**src/rtl/amba3_apb_arbiter_if.sv**
```systemverilog
// Bundles the requester-side command/response signals and the APB master
// port of the arbiter. The master modport is the arbiter's view; the slave
// modport is the view of whatever surrounds it (requesters plus APB fabric).
interface amba3_apb_arbiter_if #(
  parameter int NUM_REQ   = 4,
  parameter int ADDR_SIZE = 32,
  parameter int DATA_SIZE = 32
);
  // requester side
  logic [NUM_REQ-1:0]           req;
  logic [NUM_REQ-1:0]           req_write;
  logic [NUM_REQ*ADDR_SIZE-1:0] req_addr;
  logic [NUM_REQ*DATA_SIZE-1:0] req_wdata;
  logic [NUM_REQ-1:0]           gnt;
  logic [NUM_REQ-1:0]           done;
  logic [DATA_SIZE-1:0]         rsp_rdata;
  logic                         rsp_err;
  logic                         busy;

  // APB side
  logic [ADDR_SIZE-1:0]         paddr;
  logic                         psel;
  logic                         penable;
  logic                         pwrite;
  logic [DATA_SIZE-1:0]         pwdata;
  logic                         pready;
  logic [DATA_SIZE-1:0]         prdata;

  modport master (
    input  req, req_write, req_addr, req_wdata, pready, prdata,
    output gnt, done, rsp_rdata, rsp_err, busy,
           paddr, psel, penable, pwrite, pwdata
  );

  modport slave (
    output req, req_write, req_addr, req_wdata, pready, prdata,
    input  gnt, done, rsp_rdata, rsp_err, busy,
           paddr, psel, penable, pwrite, pwdata
  );
endinterface

```
**src/rtl/amba3_apb_arbiter.sv**
```systemverilog
// Round-robin arbiter sharing one AMBA 3 APB master port among NUM_REQ
// requesters. One command per grant; returns read data or a timeout error.
//
//  state     | meaning
//  ----------+-------------------------------------------------------------
//  ST_IDLE   | bus idle, scanning req from ptr upward for the next winner
//  ST_SETUP  | APB setup phase (psel=1, penable=0), gnt pulse visible
//  ST_ACCESS | APB access phase, waiting on pready or the timeout counter
module amba3_apb_arbiter #(
  parameter int NUM_REQ   = 4,
  parameter int ADDR_SIZE = 32,
  parameter int DATA_SIZE = 32,
  parameter int TIMEOUT   = 256
) (
  input  logic                       pclk_i,
  input  logic                       preset_n_i,
  amba3_apb_arbiter_if.master        bus
);

  localparam int PW = $clog2(NUM_REQ);
  localparam int SW = PW + 1;
  localparam int TW = (TIMEOUT > 1) ? $clog2(TIMEOUT) : 1;
  // Down-counter load value: expires on the TIMEOUT-th ACCESS cycle.
  localparam logic [TW-1:0] TLOAD = (TIMEOUT > 1) ? TW'(TIMEOUT - 1) : '0;

  typedef enum logic [1:0] {
    ST_IDLE   = 2'd0,
    ST_SETUP  = 2'd1,
    ST_ACCESS = 2'd2
  } state_e;

  state_e                 state_q, state_d;
  logic [PW-1:0]          ptr_q, ptr_d;
  logic [PW-1:0]          idx_q, idx_d;
  logic [TW-1:0]          tcnt_q, tcnt_d;

  logic                   psel_q, psel_d;
  logic                   penable_q, penable_d;
  logic                   pwrite_q, pwrite_d;
  logic [ADDR_SIZE-1:0]   paddr_q, paddr_d;
  logic [DATA_SIZE-1:0]   pwdata_q, pwdata_d;
  logic [NUM_REQ-1:0]     gnt_q, gnt_d;
  logic [NUM_REQ-1:0]     done_q, done_d;
  logic [DATA_SIZE-1:0]   rsp_rdata_q, rsp_rdata_d;
  logic                   rsp_err_q, rsp_err_d;
  logic                   busy_q, busy_d;

  logic [ADDR_SIZE-1:0]   addr_a  [NUM_REQ];
  logic [DATA_SIZE-1:0]   wdata_a [NUM_REQ];

  logic                   arb_hit;
  logic [PW-1:0]          arb_idx;
  logic                   xfer_end;
  logic                   xfer_err;
  logic [PW-1:0]          ptr_nxt;

  // Unpack the per-requester address/data buses.
  for (genvar g = 0; g < NUM_REQ; g++) begin : g_unpack
    assign addr_a[g]  = bus.req_addr[g*ADDR_SIZE +: ADDR_SIZE];
    assign wdata_a[g] = bus.req_wdata[g*DATA_SIZE +: DATA_SIZE];
  end

  // Find the first pending request at or after ptr, wrapping around.
  always_comb begin : arb_scan
    logic [SW-1:0] slot;
    arb_hit = 1'b0;
    arb_idx = '0;
    slot    = '0;
    for (int k = 0; k < NUM_REQ; k++) begin
      slot = {1'b0, ptr_q} + SW'(k);
      if (slot >= SW'(NUM_REQ)) begin
        slot = slot - SW'(NUM_REQ);
      end
      if (!arb_hit && bus.req[slot[PW-1:0]]) begin
        arb_hit = 1'b1;
        arb_idx = slot[PW-1:0];
      end
    end
  end

  assign ptr_nxt = (idx_q == PW'(NUM_REQ - 1)) ? '0 : idx_q + 1'b1;

  // Next-state and registered-output logic for the APB sequencer.
  always_comb begin
    state_d     = state_q;
    ptr_d       = ptr_q;
    idx_d       = idx_q;
    tcnt_d      = tcnt_q;
    psel_d      = psel_q;
    penable_d   = penable_q;
    pwrite_d    = pwrite_q;
    paddr_d     = paddr_q;
    pwdata_d    = pwdata_q;
    gnt_d       = '0;
    done_d      = '0;
    rsp_rdata_d = '0;
    rsp_err_d   = 1'b0;
    busy_d      = busy_q;
    xfer_end    = 1'b0;
    xfer_err    = 1'b0;

    unique case (state_q)
      ST_IDLE: begin
        if (arb_hit) begin
          idx_d          = arb_idx;
          psel_d         = 1'b1;
          penable_d      = 1'b0;
          pwrite_d       = bus.req_write[arb_idx];
          paddr_d        = addr_a[arb_idx];
          pwdata_d       = bus.req_write[arb_idx] ? wdata_a[arb_idx] : '0;
          gnt_d[arb_idx] = 1'b1;
          busy_d         = 1'b1;
          state_d        = ST_SETUP;
        end
      end

      ST_SETUP: begin
        penable_d = 1'b1;
        tcnt_d    = TLOAD;
        state_d   = ST_ACCESS;
      end

      ST_ACCESS: begin
        // pready wins over a timeout expiring on the same edge.
        if (bus.pready) begin
          xfer_end = 1'b1;
        end else if ((TIMEOUT != 0) && (tcnt_q == '0)) begin
          xfer_end = 1'b1;
          xfer_err = 1'b1;
        end else if (TIMEOUT != 0) begin
          tcnt_d = tcnt_q - 1'b1;
        end
      end

      default: begin
        state_d = ST_IDLE;
      end
    endcase

    if (xfer_end) begin
      psel_d         = 1'b0;
      penable_d      = 1'b0;
      pwrite_d       = 1'b0;
      paddr_d        = '0;
      pwdata_d       = '0;
      done_d[idx_q]  = 1'b1;
      rsp_err_d      = xfer_err;
      rsp_rdata_d    = (xfer_err || pwrite_q) ? '0 : bus.prdata;
      busy_d         = 1'b0;
      ptr_d          = ptr_nxt;
      state_d        = ST_IDLE;
    end
  end

  // State and output registers; reset drops any transfer in flight.
  always_ff @(posedge pclk_i or negedge preset_n_i) begin
    if (!preset_n_i) begin
      state_q     <= ST_IDLE;
      ptr_q       <= '0;
      idx_q       <= '0;
      tcnt_q      <= '0;
      psel_q      <= 1'b0;
      penable_q   <= 1'b0;
      pwrite_q    <= 1'b0;
      paddr_q     <= '0;
      pwdata_q    <= '0;
      gnt_q       <= '0;
      done_q      <= '0;
      rsp_rdata_q <= '0;
      rsp_err_q   <= 1'b0;
      busy_q      <= 1'b0;
    end else begin
      state_q     <= state_d;
      ptr_q       <= ptr_d;
      idx_q       <= idx_d;
      tcnt_q      <= tcnt_d;
      psel_q      <= psel_d;
      penable_q   <= penable_d;
      pwrite_q    <= pwrite_d;
      paddr_q     <= paddr_d;
      pwdata_q    <= pwdata_d;
      gnt_q       <= gnt_d;
      done_q      <= done_d;
      rsp_rdata_q <= rsp_rdata_d;
      rsp_err_q   <= rsp_err_d;
      busy_q      <= busy_d;
    end
  end

  assign bus.psel      = psel_q;
  assign bus.penable   = penable_q;
  assign bus.pwrite    = pwrite_q;
  assign bus.paddr     = paddr_q;
  assign bus.pwdata    = pwdata_q;
  assign bus.gnt       = gnt_q;
  assign bus.done      = done_q;
  assign bus.rsp_rdata = rsp_rdata_q;
  assign bus.rsp_err   = rsp_err_q;
  assign bus.busy      = busy_q;

endmodule

```
**src/flat_wrapper.sv**
```systemverilog
// flat-port wrapper written by rule: the top's interface ports become plain ports
module amba3_apb_arbiter_flat 
#(
  parameter int NUM_REQ   = 4,
  parameter int ADDR_SIZE = 32,
  parameter int DATA_SIZE = 32,
  parameter int TIMEOUT   = 256
)
  (pclk_i, preset_n_i, bus_req, bus_req_write, bus_req_addr, bus_req_wdata, bus_pready, bus_prdata, bus_gnt, bus_done, bus_rsp_rdata, bus_rsp_err, bus_busy, bus_paddr, bus_psel, bus_penable, bus_pwrite, bus_pwdata);
  amba3_apb_arbiter_if #(.NUM_REQ(NUM_REQ), .ADDR_SIZE(ADDR_SIZE), .DATA_SIZE(DATA_SIZE)) bus_i ();
  input  logic pclk_i;
  input  logic preset_n_i;
  input wire logic [$bits(bus_i.req)-1:0] bus_req;
  input wire logic [$bits(bus_i.req_write)-1:0] bus_req_write;
  input wire logic [$bits(bus_i.req_addr)-1:0] bus_req_addr;
  input wire logic [$bits(bus_i.req_wdata)-1:0] bus_req_wdata;
  input wire logic [$bits(bus_i.pready)-1:0] bus_pready;
  input wire logic [$bits(bus_i.prdata)-1:0] bus_prdata;
  output wire logic [$bits(bus_i.gnt)-1:0] bus_gnt;
  output wire logic [$bits(bus_i.done)-1:0] bus_done;
  output wire logic [$bits(bus_i.rsp_rdata)-1:0] bus_rsp_rdata;
  output wire logic [$bits(bus_i.rsp_err)-1:0] bus_rsp_err;
  output wire logic [$bits(bus_i.busy)-1:0] bus_busy;
  output wire logic [$bits(bus_i.paddr)-1:0] bus_paddr;
  output wire logic [$bits(bus_i.psel)-1:0] bus_psel;
  output wire logic [$bits(bus_i.penable)-1:0] bus_penable;
  output wire logic [$bits(bus_i.pwrite)-1:0] bus_pwrite;
  output wire logic [$bits(bus_i.pwdata)-1:0] bus_pwdata;
  assign bus_i.req = bus_req;
  assign bus_i.req_write = bus_req_write;
  assign bus_i.req_addr = bus_req_addr;
  assign bus_i.req_wdata = bus_req_wdata;
  assign bus_i.pready = bus_pready;
  assign bus_i.prdata = bus_prdata;
  assign bus_gnt = bus_i.gnt;
  assign bus_done = bus_i.done;
  assign bus_rsp_rdata = bus_i.rsp_rdata;
  assign bus_rsp_err = bus_i.rsp_err;
  assign bus_busy = bus_i.busy;
  assign bus_paddr = bus_i.paddr;
  assign bus_psel = bus_i.psel;
  assign bus_penable = bus_i.penable;
  assign bus_pwrite = bus_i.pwrite;
  assign bus_pwdata = bus_i.pwdata;
  amba3_apb_arbiter #(.NUM_REQ(NUM_REQ), .ADDR_SIZE(ADDR_SIZE), .DATA_SIZE(DATA_SIZE), .TIMEOUT(TIMEOUT)) u_core (.pclk_i(pclk_i), .preset_n_i(preset_n_i), .bus(bus_i));
endmodule
```
**config.mk**
```make
export PLATFORM = sky130hd
export DESIGN_NAME = amba3_apb_arbiter_flat
export DESIGN_NICKNAME = d
export VERILOG_FILES = /design/src/rtl/amba3_apb_arbiter_if.sv /design/src/rtl/amba3_apb_arbiter.sv /design/src/flat_wrapper.sv
export SDC_FILE = /design/constraint.sdc
export NUM_CORES = 1
export LEC_CHECK = 0
export CORE_AREA = 2 2 159 161
export CTS_CLUSTER_DIAMETER = 80
export DETAILED_ROUTE_END_ITERATION = 10
export DIE_AREA = 0 0 161 163
export MAX_ROUTING_LAYER = met4
export RECOVER_POWER = 25
export SLEW_MARGIN = 20
export SYNTH_ARGS = -nofsm -noshare
export SYNTH_HDL_FRONTEND = slang
export SYNTH_SLANG_ARGS = --single-unit
```
**constraint.sdc**
```tcl
create_clock -name pclk_i -period 5.68 [get_ports pclk_i]
set_input_delay 0.568 -clock pclk_i [delete_from_list [all_inputs] [get_ports pclk_i]]
set_output_delay 0.568 -clock pclk_i [all_outputs]
set_load 0.02 [all_outputs]
```
* Word level (Yosys, flattened, before mapping)
Index checks and enable logic that the tools add are counted.
Word-level totals: register bits 122, latch bits 0, RAM bits 0, bits in read-only memories 0, input bits 299, output and inout bits 109, logic and storage cells 129, memories kept 0
Operators by class: add/subtract/negate cells 9, multipliers 0, div/mod/pow operators 0, order comparisons 13, equal/unequal tests 7, shift operators 0, multiplexer cells 66, bitwise operators 1, reductions and logical operators 20
Operators by type and width (number):
- two-way mux 32 bit | 13
- binary-select mux 32 bit (select 2 bit) | 2
- two-way mux 1 bit | 25
- two-way mux 2 bit | 11
- < comparator 2 x 3 -> 1 bit, second input constant | 6
- two-way mux 8 bit | 2
- case mux 8 bit (2 select lines) | 1
- greater-or-equal comparator 3 bit, second input constant | 4
- two-way mux 4 bit | 3
- binary-select mux 1 bit (select 2 bit) | 5
- zero test 8 bit | 1
- AND reduction 2 bit | 4
- subtractor 2 x 1 -> 2 bit, second input constant | 4
- subtractor 8 x 1 -> 8 bit, second input constant | 1
- adder 2 x 2 -> 3 bit, second input constant | 2
- case mux 2 bit (3 select lines) | 1
- nonzero test 2 bit | 3
- logical AND 1 bit | 5
- demux 1 bit (select 2 bit) | 2
- equality test 2 bit, second input constant | 2
- greater-or-equal comparator 2 x 1 -> 1 bit, second input constant | 2
- inequality test 2 bit, second input constant | 2
- adder 2 x 1 -> 3 bit, second input constant | 1
- greater-or-equal comparator 2 x 3 -> 1 bit, second input constant | 1
- other kinds (11) | 13

* Depth between registers and ports, before layout
Gate-level depths: netlist (run 1).
word-level depth 22, mapped depth 9, gate-level depth less buffers 8

* Worst setup path after synthesis (run 1)
No wires, ideal clock.
path kind input to register, from input port bus_req[2], to register u_core.pwdata_q[21] (netlist: u_core.bus.pwdata[21]), setup time 122 ps, arrival 1878 ps, data required time 5558 ps, path slack 3680 ps, cell stages on the path 9, buffers on the path 3, cells stage by stage inv_2 -> o221a_1 -> o22ai_1 -> buf_4 -> buf_6 -> buf_6 -> mux2i_1 -> nand2_1 -> a32o_1
Between the ends: word-level cells in the longest chain between the ends 20, elaborated cells on any way between the ends 34
Ends and longest elaborated chain:
- start: declaration | RTL line flat_wrapper.sv:13 | input wire logic [$bits(bus_i.req)-1:0] bus_req;
- binary-select mux 1 bit (select 2 bit) | RTL line amba3_apb_arbiter.sv:74 | if (!arb_hit && bus.req[slot[PW-1:0]]) begin
- two-way mux 1 bit (not written as such) | RTL line amba3_apb_arbiter.sv:74
- two-way mux 1 bit | RTL line amba3_apb_arbiter.sv:74
- zero test 1 bit | RTL line amba3_apb_arbiter.sv:74
- logical AND 1 bit | RTL line amba3_apb_arbiter.sv:74
- two-way mux 1 bit | RTL line amba3_apb_arbiter.sv:74
- zero test 1 bit | RTL line amba3_apb_arbiter.sv:74
- logical AND 1 bit | RTL line amba3_apb_arbiter.sv:74
- [... 3 more ...]
- two-way mux 2 bit | RTL line amba3_apb_arbiter.sv:74
- NOT 2 -> 3 bit (not written as such) | RTL line amba3_apb_arbiter.sv:110 | pwdata_d = bus.req_write[arb_idx] ? wdata_a[arb_idx] : '0;
- binary-select mux 32 bit (select 2 bit) | RTL line amba3_apb_arbiter.sv:110
- two-way mux 32 bit (not written as such) (2 in series) | RTL line amba3_apb_arbiter.sv:110
- two-way mux 32 bit | RTL line amba3_apb_arbiter.sv:110
- two-way mux 32 bit | RTL line amba3_apb_arbiter.sv:104 | if (arb_hit) begin
- two-way mux 32 bit | RTL line amba3_apb_arbiter.sv:102 | unique case (state_q)
- two-way mux 32 bit | RTL line amba3_apb_arbiter.sv:140 | if (xfer_end) begin
- end signal: assignment | RTL line amba3_apb_arbiter.sv:181 | pwdata_q <= pwdata_d;
- end: declaration | RTL line amba3_apb_arbiter.sv:41 | logic [DATA_SIZE-1:0] pwdata_q, pwdata_d;
Several ways; a longest one is shown, not always the timed one. The select of a mux whose other input is x is not followed. A chain may end at the register's enable or synchronous reset.

* Final worst setup path (run 1)
from input port bus_req[1], to register u_core.pwdata_q[28] (netlist: u_core.bus.pwdata[28])
The elaborated chain is that of the path after synthesis.

==> metrics.yaml, run 1 <==
outcome: "complete, but fails checks"
violations: "max-capacitance violations, max-slew violations"
start_util_pct: 25.8
setup_ws_ns: 2.29
path_max_fanout: 42
worst-path-stages: 8
reg2reg_slack_ns: 2.61
p_clk_share_pct: 24.7
path_delay_family: "compound AO/OA/AOI/OAI gates"
cts-htree-levels: 4
place_ws_ns: 1.79
ys_top_cells_by_area: "dfrtp_1 48%, mux2i_1 19%, nand2_1 6.0%, a32o_1 5.2%, and2_1 3.5%"
fin_skew_ns: 0.00918
grt_pass1_wl_mm: 35.2
nFillCells: 2419
ios: 408
final_util_pct: 45.9
num_rows: 58
final_cell_mix: "406 x clkdlybuf4s50_1, 122 x dfrtp_1, 118 x mux2i_1, 102 x nand2_1, 33 x a32o_1"
cp_slowest_stage_delay_ns: 0.91
die_h_um: 163
via_per_inst: 4.62
clock_path_buffers: 2
critPathLaunchType: "input port"
required_ns: 6.03
root_buffer: "clkbuf_16"
cts_made_buffers: 17
grt_usage_pct: 18.0
worstSetupPathType: "in -> reg"
synth_cell_types: 45
gp_congestion: 0.798
drtIter0Drc: 202
cts.sinks: 122
cts-resized-gates: 0
vias: 6071
cts_tree: "yes"
syn_area_per_cell_um2: 11.0
place_hpwl_mm: 18.0
tightest_slew_ns: 3.09
cts.reportedPaths.clkPinSlew_ns: 0.06
yosysSeqAreaShare_pct: 48.0
syn_nets: 883
syn-cell-area_um2: 6360
postCtsSetupRepairBufs: 0
slew-limit-headroom_pct: -106
wirelength_mm: 23.7
finalPower_mw: 4.81
min_period_ns: 3.39
grt-ovfl-total: 0
wl_per_cell_um: 18.0
cts_hold_buf: 0
drv_cap: 1
hold_violations: 0
placeableCoreArea_um2: 24700
yosysTopAreaCellShare_pct: 48.0
endpoint_kind: "flop"
grt_pass1_vias: 6293
critPathLaunch: "bus_req[1]"
setup_viol: 0
postRouteAntennaNets: 0
antenna_found_initial: 1
synth_edf_count: 0
p_sw_mw: 1.83
max_freq_mhz: 295
critPathArrivalTime_ns: 3.74
drt-pass1-iter-count: 4
area_growth_pct: 78.1
drive_above_1_share_pct: 5.89
nets: 1275
holdPathStages: 1
switching_share_pct: 38.1
r2r_end: "u_core.bus.pwdata[28]$_DFFE_PN0P_"
path_buf_inv: 2
route.detailed.drc: 0
crit_path_top_delay_cell: "o22ai_4"
portBuffers: 407
synthCells: 579
timing.rr.start: "u_core.ptr_q[1]$_DFFE_PN0P_"
power_frac_seq_pct: 26.5
final_common_cell: "clkdlybuf4s50_1"
yosys.area.top_type: "dfrtp_1"
rsz0062_at_grt: "no"
grt_max_degree: 74
min_period_over_period_pct: 59.6
maxSlewViolCount: 54
synth_warnings: 0
dieArea_um2: 26200
crit_chain: "clkdlybuf4s50_1 -> a21o_1 -> a21oi_1 -> o21ai_4 -> buf_4 -> nand2_2 -> o22ai_4 -> a32o_1"
synth_ff_type: "dfrtp_1"
cp-endpoint: "u_core.bus.pwdata[28]$_DFFE_PN0P_"
power_frac_comb_pct: 48.9
ys_async_sr_fraction_pct: 100
die_w_um: 161
holdWs_ns: 0.467
power_density_nw_per_um2: 425
p_int_mw: 2.98
r2r_cells: 7
peakVddDrop_mv: 0.217
synth-seq-cells: 122
clkLatencyLatePin_ns: 0.42
leakagePower_nw: 5.01
tns_ns: 0
hp-class: "reg -> reg"
area by class of cell:
cell class	instances	area (um2)	area share, %
diodes	1	2.50	0.0221
clock buffers	17	425	3.76
clock inverters	15	214	1.89
inverters	10	37.5	0.332
multi-input cells	405	3030	26.7
flip-flops and latches	122	3050	27.0
well taps	330	413	3.65
repair buffers	415	4150	36.6
synthesized netlist by cell type, types with 2 or more instances:
master and instances:
o21ai_1 7, inv_1 8, nor3b_1 3, and3_1 8
nor4_1 2, nand3_1 2, inv_2 2, dfrtp_1 122
buf_6 6, a22oi_1 6, ha_1 5, nand2b_1 2
clkbuf_1 18, o21ai_0 4, mux2i_1 118, a32o_1 33
buf_2 7, and2_1 36, mux2_2 8, a21o_1 2
or3_1 2, o221ai_1 25, nand2_1 102, xor2_1 2
nor3_1 2, buf_4 11, nor2_1 6, a21oi_1 10
nor2b_1 3, xnor2_1 2
metrics by stage:
step / instances / instance area (um2)
3_5_place_dp: 1282 / 10700
2_1_floorplan: 579 / 6360
3_3_place_gp: 1282 / 10700
5_1_grt: 1315 / 11300
6_report: 1315 / 11300
4_1_cts: 1314 / 11400
sequential cells by signal (all words and copies together), names as in the netlist:
signal,cells
u_core.bus.pwdata,32
u_core.bus.paddr,32
u_core.bus.gnt,4
u_core.bus.penable,1
u_core.tcnt_q,8
u_core.bus.done,4
u_core.bus.psel,1
u_core.state_q,2
u_core.ptr_q,2
u_core.bus.rsp_err,1
u_core.bus.rsp_rdata,32
u_core.idx_q,2
u_core.bus.pwrite,1
power by group through the flow:
stage / Sequential [mW] / Clock (mW) / Combinational (mW)
2_1_floorplan: 1.53 / 0 / 1.16
3_3_place_gp: 1.28 / 0 / 2.39
3_5_place_dp: 1.29 / 0 / 2.40
4_1_cts: 1.28 / 1.22 / 2.41
5_1_grt: 1.31 / 1.25 / 2.54
6_report: 1.27 / 1.19 / 2.35
worst min path at each step:
stage | startpoint | to | slack [ns]
4_1_cts | preset_n_i | u_core.bus.gnt[1]$_DFF_PN0_ | 0.11
3_3_place_gp | u_core.tcnt_q[0]$_DFFE_PN0P_ | u_core.tcnt_q[0]$_DFFE_PN0P_ | 0.46
5_1_grt | u_core.tcnt_q[0]$_DFFE_PN0P_ | u_core.tcnt_q[0]$_DFFE_PN0P_ | 0.50
3_5_place_dp | u_core.tcnt_q[0]$_DFFE_PN0P_ | u_core.tcnt_q[0]$_DFFE_PN0P_ | 0.47
6_report | u_core.tcnt_q[0]$_DFFE_PN0P_ | u_core.tcnt_q[0]$_DFFE_PN0P_ | 0.47
2_1_floorplan | preset_n_i | u_core.bus.done[0]$_DFF_PN0_ | 0.27
routing by layer:
| layer | vias up | track usage, % | routed length (um) |
|---|---|---|---|
| li1 | 2887 | - | - |
| met1 | 2899 | 19.7 | 9310 |
| met2 | 259 | 32.2 | 12200 |
| met3 | 26 | 4.71 | 1760 |
| met4 | 0 | 5.52 | 425 |
| met5 | - | - | 0 |
logic make-up (layout without fill, tap and decap cells):
family | Yosys count | in the layout | share of synthesized area [%]
AOI/OAI and AO/OA | 97 | 97 | 12.7
xor gates and xnor gates | 4 | 4 | 0.551
adders and majority gates | 5 | 5 | 0.984
buffers and inverters | 52 | 457 | 4.56
DFF | 122 | 122 | 48.0
muxes | 126 | 126 | 20.0
other | 0 | 1 | 0
and+or+nand+nor | 173 | 173 | 13.2
Power figures use the tool's default switching activity.
==> run 2: changes to the inputs <==
- CORE_AREA: 2 2 159 161 -> 2 2 160 162
- DIE_AREA: 0 0 161 163 -> 0 0 162 164
- clock period: 5.68 -> 3 ns (I/O delays scaled with it)
==> run 2 against run 1 <==
- the flow still finishes with violations (max-capacitance violations, max-slew violations)
- clock skew increased by 0.0022 ns
- sequential share of layout area decreased by 0.25 points
- critical path depth decreased by 1
- setup slack got worse by 1.6 ns
- via count increased by 0.49%
- largest power group unchanged
==> metrics.yaml, run 2 (synthesis gave the netlist of run 1 again) <==
reg2reg_slack_ns: 0.69  # -1.92 ns
switching_share_pct: 39.9  # +1.8 points
cts-htree-levels: 4  # unchanged
cp_common_cell: "o22ai_4"
crit_path_top_delay_cell: "o22ai_4"
tightest_slew_ns: 1.84  # -1.25 ns
power_frac_comb_pct: 50.9  # +2.0 points
drv_cap: 1  # unchanged
design_area_um2: 11400  # +0.94%
final_common_cell: "clkdlybuf4s50_1"
grt_pass1_wl_mm: 36.7  # +4.2%
drt-pass1-iter-count: 4  # unchanged
route.detailed.drc: 0  # unchanged
dp.cells: 1290  # +0.62%
portBuffers: 407  # unchanged
postRouteAntennaNets: 0  # unchanged
slew-limit-headroom_pct: -22.4  # +83 points
leakagePower_nw: 5.09  # +1.7%
outcome: "complete, but fails checks"
critPathLaunchType: "input port"
maxSlewViolCount: 69  # +28%
setup_viol: 0  # unchanged
grt-ovfl-total: 0  # unchanged
critPathArrivalTime_ns: 2.70  # -1.04 ns
postPlaceCellArea_um2: 10800  # +1.0%
root_buffer: "clkbuf_16"
final_cell_mix: "406 x clkdlybuf4s50_1, 122 x dfrtp_1, 118 x mux2i_1, 102 x nand2_1, 36 x and2_1"
path_max_fanout: 33  # -21%
power_density_nw_per_um2: 794  # +87%
dieArea_um2: 26600  # +1.2%
fin_skew_ns: 0.0114  # +0.00222 ns
antenna_found_initial: 1  # unchanged
num_rows: 58  # unchanged
required_ns: 3.34  # -2.69 ns
p_clk_share_pct: 22.7  # -2.0 points
max_freq_mhz: 424
postCtsSetupRepairBufs: 0  # unchanged
ios: 408  # unchanged
wirelength_mm: 25.0  # +5.5%
nets: 1284  # +0.71%
drive_above_1_share_pct: 7.05  # +1.2 points
area_growth_pct: 79.7
grt_max_degree: 70  # -5.4%
fin_cells: 1325  # +0.76%
violations: "max-capacitance violations, max-slew violations"
cts_made_buffers: 17  # unchanged
place_hpwl_mm: 18.8  # +4.5%
start_util_pct: 25.6  # -0.15 points
wl_per_cell_um: 18.9  # +4.7%
via_per_inst: 4.60  # -0.26%
p_int_mw: 5.46  # +83%
vias: 6101  # +0.49%
hold_violations: 0  # unchanged
path_buf_inv: 1  # -1
crit_chain: "clkdlybuf4s50_1 -> nor2b_1 -> nor3_1 -> o22ai_4 -> mux2i_1 -> o22ai_4 -> a32o_1"
cp_slowest_stage_delay_ns: 0.77  # -0.14 ns
path_delay_family: "compound AO/OA/AOI/OAI gates"
cts-resized-gates: 0  # unchanged
power_frac_seq_pct: 26.4  # about the same
placeableCoreArea_um2: 24800  # +0.59%
grt_usage_pct: 18.9  # +0.84 points
p_sw_mw: 3.62  # +98%
cts_hold_buf: 1  # +1
die_w_um: 162  # +0.62%
tns_ns: 0  # unchanged
worstSetupPathType: "in -> reg"
endpoint_kind: "flop"
drtIter0Drc: 243  # +20%
finalPower_mw: 9.08  # +89%
peakVddDrop_mv: 0.421  # +94%
cts.reportedPaths.clkPinSlew_ns: 0.07  # about the same
cts_tree: "yes"
clock_path_buffers: 2  # unchanged
clkLatencyLatePin_ns: 0.42  # about the same
cts.sinks: 122  # unchanged
grt_pass1_vias: 6307  # +0.22%
min_period_ns: 2.36
min_period_over_period_pct: 78.5
rsz0062_at_grt: "no"
die_h_um: 164  # +0.61%
gp_congestion: 0.801  # +0.36%
hp-class: "in -> reg"
[run 2: area by class of cell]
type / count / area [um2]
Fill cell: 2473 / 13400
Timing Repair Buffer: 424 / 4270
Sequential cell: 122 / 3050
Multi-Input combinational cell: 405 / 3050
Clock buffer: 17 / 425
Tap cell: 330 / 413
Clock inverter: 15 / 173
Inverter: 10 / 37.5
Antenna cell: 2 / 5.00
[run 2: power groups by stage]
stage	sequential (mW)	clock [mW]	combinational [mW]
after floorplan	2.90	0	2.20
after detailed placement	2.43	0	4.70
after global routing	2.46	2.20	4.97
final	2.40	2.06	4.62
after global placement	2.41	0	4.68
after CTS	2.40	2.14	4.71
[run 2: final timing paths]
path | startpoint | endpoint | depth (start not counted)
setup / recovery | bus_req[1] | u_core.bus.pwdata[1]$_DFFE_PN0P_ | 7
hold / removal | bus_prdata[11] | u_core.bus.rsp_rdata[11]$_DFF_PN0_ | 2
setup reg to reg | u_core.ptr_q[1]$_DFFE_PN0P_ | u_core.bus.pwdata[1]$_DFFE_PN0P_ | 6
hold reg to reg | u_core.tcnt_q[0]$_DFFE_PN0P_ | u_core.tcnt_q[0]$_DFFE_PN0P_ | 1
max in group asynchronous | preset_n_i | u_core.bus.pwdata[30]$_DFFE_PN0P_ | 3
min in group asynchronous | preset_n_i | u_core.bus.rsp_rdata[28]$_DFF_PN0_ | 2
[run 2: metrics by stage]
step	hold slack [ns]	utilization, %	setup WS (ns)
final	0.423	46.0	0.644
after global routing	0.412	46.0	0.455
after CTS	0.397	46.1	0.604
after detailed placement	0.382	43.6	0.194
after global placement	0.377	43.6	0.238
after floorplan	0.00441	-	1.11
[run 2: layer usage]
| layer | part of all wire, % | GRT usage, % | wire, um | up-vias |
|---|---|---|---|---|
| met5 | 0 | - | 0 | - |
| met4 | 1.8 | 6.44 | 443 | 0 |
| met3 | 7.2 | 4.49 | 1790 | 27 |
| met2 | 53 | 34.4 | 13200 | 272 |
| met1 | 38 | 20.1 | 9550 | 2894 |
| li1 | - | - | - | 2908 |
